--- src/rtl/textcon_pkg.sv ---
// -----------------------------------------------------------------------------
// textcon_pkg
// Shared definitions for the text console writer:
//   - control codes recognised in the byte stream (BS, LF, FF, CR)
//   - the console FSM state type
//   - default blank character used by clears and backspace
//   - cell address packing {row, col}
// Optional feature macro: TEXTCON_CLEAR_ROW_EN adds the CLR_ROW state.
// -----------------------------------------------------------------------------
package textcon_pkg;

    localparam logic [7:0] CH_BS = 8'h08;
    localparam logic [7:0] CH_LF = 8'h0A;
    localparam logic [7:0] CH_FF = 8'h0C;
    localparam logic [7:0] CH_CR = 8'h0D;

    localparam logic [7:0] BLANK_CHAR_DEF = 8'h20;

    typedef enum logic [1:0] {
        CLR_ALL = 2'd0,
        IDLE    = 2'd1
`ifdef TEXTCON_CLEAR_ROW_EN
        ,
        CLR_ROW = 2'd2
`endif
    } state_t;

    // Row sits directly above the column field; caller truncates to ADDR_W.
    function automatic logic [31:0] pack_addr(input logic [15:0]  row,
                                              input logic [15:0]  col,
                                              input int unsigned  col_bits);
        pack_addr = (32'(row) << col_bits) | 32'(col);
    endfunction

endpackage

--- src/rtl/textcon_clear_seq.sv ---
// -----------------------------------------------------------------------------
// textcon_clear_seq
// Walks cell coordinates row-major over rows [first..last], cols 0..COLS-1,
// one cell per clock. Used for both the full-screen clear and the single-row
// clear. Reset arms a full-screen walk starting at (0,0).
// Ports:
//   i_clk, i_rst        clock, synchronous active-high reset
//   i_start             load a new walk from (i_row_first, 0) to (i_row_last, COLS-1)
//   o_active            current coordinate is valid
//   o_row, o_col        current coordinate
//   o_done              current coordinate is the final one of the walk
// -----------------------------------------------------------------------------
module textcon_clear_seq #(
    parameter int unsigned COLS     = 32,
    parameter int unsigned ROWS     = 30,
    parameter int unsigned COL_BITS = 5,
    parameter int unsigned ROW_BITS = 5
) (
    input  logic                i_clk,
    input  logic                i_rst,
    input  logic                i_start,
    input  logic [ROW_BITS-1:0] i_row_first,
    input  logic [ROW_BITS-1:0] i_row_last,
    output logic                o_active,
    output logic [ROW_BITS-1:0] o_row,
    output logic [COL_BITS-1:0] o_col,
    output logic                o_done
);

    localparam logic [COL_BITS-1:0] COL_MAX = COL_BITS'(COLS - 1);
    localparam logic [ROW_BITS-1:0] ROW_MAX = ROW_BITS'(ROWS - 1);
    localparam logic [COL_BITS-1:0] COL_ONE = COL_BITS'(1);
    localparam logic [ROW_BITS-1:0] ROW_ONE = ROW_BITS'(1);

    logic                r_active;
    logic [ROW_BITS-1:0] r_row;
    logic [COL_BITS-1:0] r_col;
    logic [ROW_BITS-1:0] r_row_last;
    logic                w_done;

    assign w_done = r_active && (r_row == r_row_last) && (r_col == COL_MAX);

    always_ff @(posedge i_clk) begin
        if (i_rst) begin
            r_active   <= 1'b1;
            r_row      <= '0;
            r_col      <= '0;
            r_row_last <= ROW_MAX;
        end else if (i_start) begin
            r_active   <= 1'b1;
            r_row      <= i_row_first;
            r_col      <= '0;
            r_row_last <= i_row_last;
        end else if (r_active) begin
            if (w_done) begin
                r_active <= 1'b0;
            end else if (r_col == COL_MAX) begin
                r_col <= '0;
                r_row <= r_row + ROW_ONE;
            end else begin
                r_col <= r_col + COL_ONE;
            end
        end
    end

    assign o_active = r_active;
    assign o_row    = r_row;
    assign o_col    = r_col;
    assign o_done   = w_done;

endmodule

--- src/rtl/text_console_writer.sv ---
// -----------------------------------------------------------------------------
// text_console_writer
// Character-stream front end for the 32x30 text-mode video memory. Accepts
// one byte per valid/ready handshake, tracks a cursor, interprets CR/LF/BS/FF
// and issues registered one-cycle writes to the video-memory write port.
// Ports:
//   clk_50mhz   system clock
//   rst         synchronous active-high reset (restarts the full clear)
//   in_data     character byte
//   in_valid    in_data valid
//   in_ready    byte accepted this cycle if in_valid (high only in IDLE)
//   vm_we       one-cycle write strobe
//   vm_addr     cell address {zeros, row, col}
//   vm_data     character written
//   cur_row     cursor row
//   cur_col     cursor column
//   busy        high while a clear runs (~in_ready)
// Optional feature macro: TEXTCON_CLEAR_ROW_EN - each row advance blanks the
// newly entered row before more bytes are accepted.
// -----------------------------------------------------------------------------
module text_console_writer
    import textcon_pkg::*;
#(
    parameter int unsigned COLS       = 32,
    parameter int unsigned ROWS       = 30,
    parameter int unsigned COL_BITS   = 5,
    parameter int unsigned ROW_BITS   = 5,
    parameter int unsigned ADDR_W     = 12,
    parameter logic [7:0]  BLANK_CHAR = BLANK_CHAR_DEF
) (
    input  logic                clk_50mhz,
    input  logic                rst,
    input  logic [7:0]          in_data,
    input  logic                in_valid,
    output logic                in_ready,
    output logic                vm_we,
    output logic [ADDR_W-1:0]   vm_addr,
    output logic [7:0]          vm_data,
    output logic [ROW_BITS-1:0] cur_row,
    output logic [COL_BITS-1:0] cur_col,
    output logic                busy
);

    localparam logic [COL_BITS-1:0] COL_MAX = COL_BITS'(COLS - 1);
    localparam logic [ROW_BITS-1:0] ROW_MAX = ROW_BITS'(ROWS - 1);
    localparam logic [COL_BITS-1:0] COL_ONE = COL_BITS'(1);
    localparam logic [ROW_BITS-1:0] ROW_ONE = ROW_BITS'(1);

    function automatic logic [ADDR_W-1:0] cell_addr(input logic [ROW_BITS-1:0] row,
                                                    input logic [COL_BITS-1:0] col);
        cell_addr = ADDR_W'(pack_addr(16'(row), 16'(col), COL_BITS));
    endfunction

    state_t              r_state;
    logic                r_vm_we;
    logic [ADDR_W-1:0]   r_vm_addr;
    logic [7:0]          r_vm_data;
    logic [ROW_BITS-1:0] r_row;
    logic [COL_BITS-1:0] r_col;

    state_t              w_state_nxt;
    logic                w_we_nxt;
    logic [ADDR_W-1:0]   w_addr_nxt;
    logic [7:0]          w_data_nxt;
    logic [ROW_BITS-1:0] w_row_nxt;
    logic [COL_BITS-1:0] w_col_nxt;
    logic [ROW_BITS-1:0] w_row_adv;

    logic                w_seq_start;
    logic [ROW_BITS-1:0] w_seq_first;
    logic [ROW_BITS-1:0] w_seq_last;
    logic                w_seq_active;
    logic [ROW_BITS-1:0] w_seq_row;
    logic [COL_BITS-1:0] w_seq_col;
    logic                w_seq_done;

    textcon_clear_seq #(
        .COLS     (COLS),
        .ROWS     (ROWS),
        .COL_BITS (COL_BITS),
        .ROW_BITS (ROW_BITS)
    ) u_clear_seq (
        .i_clk       (clk_50mhz),
        .i_rst       (rst),
        .i_start     (w_seq_start),
        .i_row_first (w_seq_first),
        .i_row_last  (w_seq_last),
        .o_active    (w_seq_active),
        .o_row       (w_seq_row),
        .o_col       (w_seq_col),
        .o_done      (w_seq_done)
    );

    // No scroll: advancing past the bottom row wraps to the top.
    assign w_row_adv = (r_row == ROW_MAX) ? '0 : r_row + ROW_ONE;

    always_comb begin
        w_state_nxt = r_state;
        w_we_nxt    = 1'b0;
        w_addr_nxt  = r_vm_addr;
        w_data_nxt  = r_vm_data;
        w_row_nxt   = r_row;
        w_col_nxt   = r_col;
        w_seq_start = 1'b0;
        w_seq_first = '0;
        w_seq_last  = ROW_MAX;

        case (r_state)
            CLR_ALL: begin
                w_we_nxt   = w_seq_active;
                w_addr_nxt = cell_addr(w_seq_row, w_seq_col);
                w_data_nxt = BLANK_CHAR;
                if (w_seq_done) begin
                    w_state_nxt = IDLE;
                    w_row_nxt   = '0;
                    w_col_nxt   = '0;
                end
            end
`ifdef TEXTCON_CLEAR_ROW_EN
            CLR_ROW: begin
                w_we_nxt   = w_seq_active;
                w_addr_nxt = cell_addr(w_seq_row, w_seq_col);
                w_data_nxt = BLANK_CHAR;
                if (w_seq_done) begin
                    w_state_nxt = IDLE;
                end
            end
`endif
            IDLE: begin
                if (in_valid) begin
                    case (in_data)
                        CH_CR: begin
                            w_col_nxt = '0;
                        end
                        CH_LF: begin
                            w_col_nxt = '0;
                            w_row_nxt = w_row_adv;
`ifdef TEXTCON_CLEAR_ROW_EN
                            w_state_nxt = CLR_ROW;
                            w_seq_start = 1'b1;
                            w_seq_first = w_row_adv;
                            w_seq_last  = w_row_adv;
`endif
                        end
                        CH_BS: begin
                            if (r_col != '0) begin
                                w_col_nxt  = r_col - COL_ONE;
                                w_we_nxt   = 1'b1;
                                w_addr_nxt = cell_addr(r_row, r_col - COL_ONE);
                                w_data_nxt = BLANK_CHAR;
                            end
                        end
                        CH_FF: begin
                            w_row_nxt   = '0;
                            w_col_nxt   = '0;
                            w_state_nxt = CLR_ALL;
                            w_seq_start = 1'b1;
                        end
                        default: begin
                            w_we_nxt   = 1'b1;
                            w_addr_nxt = cell_addr(r_row, r_col);
                            w_data_nxt = in_data;
                            if (r_col == COL_MAX) begin
                                w_col_nxt = '0;
                                w_row_nxt = w_row_adv;
`ifdef TEXTCON_CLEAR_ROW_EN
                                // The byte's own write is registered on this
                                // edge; the row clear follows from the next.
                                w_state_nxt = CLR_ROW;
                                w_seq_start = 1'b1;
                                w_seq_first = w_row_adv;
                                w_seq_last  = w_row_adv;
`endif
                            end else begin
                                w_col_nxt = r_col + COL_ONE;
                            end
                        end
                    endcase
                end
            end
            default: begin
                w_state_nxt = CLR_ALL;
            end
        endcase
    end

    always_ff @(posedge clk_50mhz) begin
        if (rst) begin
            r_state   <= CLR_ALL;
            r_vm_we   <= 1'b0;
            r_vm_addr <= '0;
            r_vm_data <= '0;
            r_row     <= '0;
            r_col     <= '0;
        end else begin
            r_state   <= w_state_nxt;
            r_vm_we   <= w_we_nxt;
            r_vm_addr <= w_addr_nxt;
            r_vm_data <= w_data_nxt;
            r_row     <= w_row_nxt;
            r_col     <= w_col_nxt;
        end
    end

    assign in_ready = (r_state == IDLE);
    assign busy     = ~in_ready;
    assign vm_we    = r_vm_we;
    assign vm_addr  = r_vm_addr;
    assign vm_data  = r_vm_data;
    assign cur_row  = r_row;
    assign cur_col  = r_col;

endmodule

--- config.mk ---
export PLATFORM = sky130hd
export DESIGN_NAME = text_console_writer
export DESIGN_NICKNAME = d
export VERILOG_FILES = /design/src/rtl/textcon_pkg.sv /design/src/rtl/textcon_clear_seq.sv /design/src/rtl/text_console_writer.sv
export SDC_FILE = /design/constraint.sdc
export NUM_CORES = 1
export LEC_CHECK = 0
export ABC_AREA = 1
export ABC_CLOCK_PERIOD_IN_PS = 3650
export CAP_MARGIN = 20
export CORE_MARGIN = 2
export CORE_UTILIZATION = 35
export DETAILED_ROUTE_END_ITERATION = 16
export GPL_TIMING_DRIVEN = 0
export PLACE_DENSITY = 0.55
export SLEW_MARGIN = 15
export SYNTH_ARGS = -nofsm -noshare
export SYNTH_HDL_FRONTEND = slang
export SYNTH_HIERARCHICAL = 1
export SYNTH_SLANG_ARGS = --single-unit
--- constraint.sdc ---
create_clock -name clk_50mhz -period 3.65 [get_ports clk_50mhz]
set_input_delay 0.5475 -clock clk_50mhz [delete_from_list [all_inputs] [get_ports clk_50mhz]]
set_output_delay 0.5475 -clock clk_50mhz [all_outputs]
set_load 0.005 [all_outputs]
==> metrics.md <==
| Metric | Value |
|---|---|
| Startpoint type of the worst setup path | `input port` |
| CP Max Fanout | `9` |
| DRC | `0` |
| Number of global-route vias before repair | `2595` |
| GRT Util Overall | `17.1%` |
| WHS Path Cells | `2` |
| FFs w/ async S/R, synth | `0%` |
| GPL Wtd Cong | `0.856` |
| R2r startpoint | `u_clear_seq/o_col[1]` |
| Nets | `525` |
| Pwr Density | `255 nW/um^2` |
| Filler cells | `around 900` |
| Cell Area, Synth | `2980 sq um` |
| Int Power | `694 uW` |
| Yosys top cell area share | `30.9%` |
| Max frequency | `389 MHz` |
| Worst min-delay path startpoint | `vm_data[7]` |
| First-pass GRT wire length | `12200 um` |
| Clock power frac | `between 30 and 40%` |
| Antenna Nets Post-Route | `0` |
| Most common cell on crit path | `nand2_1` |
| Area growth, synth to finish | `22.6%` |
| Critical path class | `input port to flip-flop` |
| DR iter-0 viols | `between 100 and 150` |
| Vias/cell | `4.60` |
| Tmin final | `2.57 ns` |
| Max incr delay on CP | `0.50 ns` |
| Worst EP arrival | `around 2.8 ns` |
| Top-count cell post-synth | `nand2_1` |
| Pre-antenna DRT Iters | `5` |
| Synth cell count leaders | `nand2_1, nor2_1, inv_1` |
| IO buf count | `around 40` |
| Largest net degree at the start of global routing | `15` |
| Final hold vios | `0` |
| Required time of the worst setup path | `3.85 ns` |
| Post-synthesis sequential area ratio | `between 30% and 40%` |
| Crit-path cells | `clkdlybuf4s50_1 > nor2_2 > nand4_1 > nor2_1 > clkinv_1 > nand3_1 > nand2_1 > nand2_1 > a21oi_1` |
| Setup crit end kind | `flip-flop` |
| Slew @ Worst Pin | `~0.62 ns` |
| Worst Slack Setup Final | `1.08 ns` |
| Htree depth | `2` |
| DP Area | `3560 sq um` |
| Worst Reg-to-Reg Cells | `13` |
| Final Setup Violations | `0` |
| Mapped Cells | `446` |
| Static Leak | `about 1.6 nW` |
| P_sw | `237 uW` |
| Die area | `9270 sq um` |
| Switching Fraction | `25.4%` |
| Core Region | `8220 sq um` |
| Final Cell Area | `3650 sq um` |
| Share of cells above drive strength 1 | `about an eighth` |
| GR Overflow Total | `0` |
| Final period utilization | `70.4%` |
| Dpl ws | `0.761 ns` |
| Routed wire length | `7330 um` |
| Max Transition Viols Final | `0` |
| Area contributors post-synth | `dfxtp_1, nand2_1, nor2_1, nand3_1, inv_1` |
| Starting Density | `36.3%` |
| Flops & latches, synth | `46` |
| CTS tree | `yes` |
| Post-CTS Resized | `0` |
| Comb power frac | `8.6%` |
| CP startpoint | `in_data[0]` |
| DR vias | `2805` |
| Syn Area/Cell | `about 6.7 sq um` |
| Post-synth EDFFs | `0` |
| Wire per inst | `12.0 um` |
| Ports | `between 40 and 50` |
| Root buf cell | `clkbuf_8` |
| Status | `complete, no violations` |
| Clock Skew | `0.00353 ns` |
| Yosys Warn Count | `6` |
| Worst-skew pair later-pin latency | `0.30 ns` |
| Postcts setup bufs | `0` |
| Maximum VDD drop | `148 uV` |
| Worst-case clock buffer depth | `2` |
| Initial antenna violation count | `0` |
| Post-cts hold buffer count | `0` |
| Post-DP HPWL | `about 5600 um` |
| # diodes | `0` |
| Worst slew margin | `58.3%` |
| Row cnt | `33` |
| Reg clk slew, reported paths | `0.09 ns` |
| Worst hold path type | `flip-flop to flip-flop` |
| Total Power | `approximately 930 uW` |
| Die height | `96.3 um` |
| Slowest CP cell | `clkdlybuf4s50_1` |
| Unrepaired setup endpoints after global routing | `no` |
| Netlist cell types | `37` |
| Total clock sinks | `46` |
| Max Cap Viol | `0` |
| Ys flop type | `dfxtp_1` |
| Fin Setup TNS | `0 ns` |
| CTS Buf Count | `5` |
| Sequential power share | `55.0%` |
| Largest area contributor in the netlist | `dfxtp_1` |
| Die width | `96.3 um` |
## flip-flops by register name, summed over array words and instances, names as in the netlist
| register | count |
|---|---|
| vm_data | 8 |
| r_state | 1 |
| u_clear_seq/o_col | 5 |
| u_clear_seq/o_row | 5 |
| vm_we | 1 |
| cur_col | 5 |
| u_clear_seq/o_active | 1 |
| vm_addr | 10 |
| cur_row | 5 |
| u_clear_seq/r_row_last | 5 |
## worst max-delay path, delay by kind of cell
kind	cells	cell delay (ns)
AO/OA/AOI/OAI	1	0.05
buffers and inverters	2	0.91
AND/OR/NAND/NOR	6	1.24
## cell usage in the layout, fill, tap and decap left out, types with 5 or more instances in the layout
cell / n
nand2_1: 111
nor2_1: 66
inv_1: 48
dfxtp_1: 46
nand3_1: 41
clkdlybuf4s50_1: 41
a21oi_1: 26
o21ai_0: 23
conb_1: 12
ha_1: 10
nand2_2: 8
nand2_4: 7
nor2_2: 6
clkbuf_8: 6
inv_2: 5
nand4_1: 5
## per-stage QoR
stage	utilization, %	cells	hold WS, ns
floorplan	-	456	0.447
global placement	43.3	602	0.459
detailed placement	43.3	602	0.460
CTS	44.5	610	0.474
global route	44.5	610	0.491
finish	44.5	610	0.475
## cell type report
class | count | area [sq um] | share of cell area [%]
tap | 105 | 131 | 3.59
timing repair buffer | 41 | 410 | 11.2
inverter | 57 | 221 | 6.06
buffer | 12 | 83.8 | 2.29
sequential | 46 | 921 | 25.2
clock inverter | 2 | 12.5 | 0.342
multi-input combinational | 341 | 1790 | 49.0
clock buffer | 6 | 82.6 | 2.26
## power groups by stage
stage | clock [mW] | sequential [mW] | combinational (mW)
after floorplan | 0 | 0.523 | 0.0478
after global placement | 0 | 0.524 | 0.0798
after detailed placement | 0 | 0.525 | 0.0800
after CTS | 0.353 | 0.513 | 0.0805
after global routing | 0.379 | 0.514 | 0.0888
final | 0.339 | 0.512 | 0.0797
## layer usage
layer | GRT usage [%] | share of wire [%]
met2 | 28.2 | 45
met5 | 0 | 0
met3 | 2.66 | 3.1
met1 | 23.0 | 50
met4 | 5.00 | 0.97
## worst paths after layout
| path | to | slack [ns] |
|---|---|---|
| max | u_clear_seq/o_row[2] | 1.08 |
| min | vm_data[7] | 0.48 |
| max reg2reg | cur_row[2] | 1.13 |
| min reg2reg | vm_data[7] | 0.48 |
## kinds of logic (layout without fill, tap and decap cells)
kind of cell               count (synthesis)  count (layout)  synth area share (%)
and+or+nand+nor                          261             261                  43.4
buffers and inverters                     69             118                  10.2
xor gates and xnor gates                   3               3                  1.13
adders and majority gates                 10              10                  4.20
other                                      2              12                 0.252
AOI/OAI and AO/OA                         55              55                  9.91
DFF                                       46              46                  30.9
No activity file was read; power rests on OpenSTA's default activity.
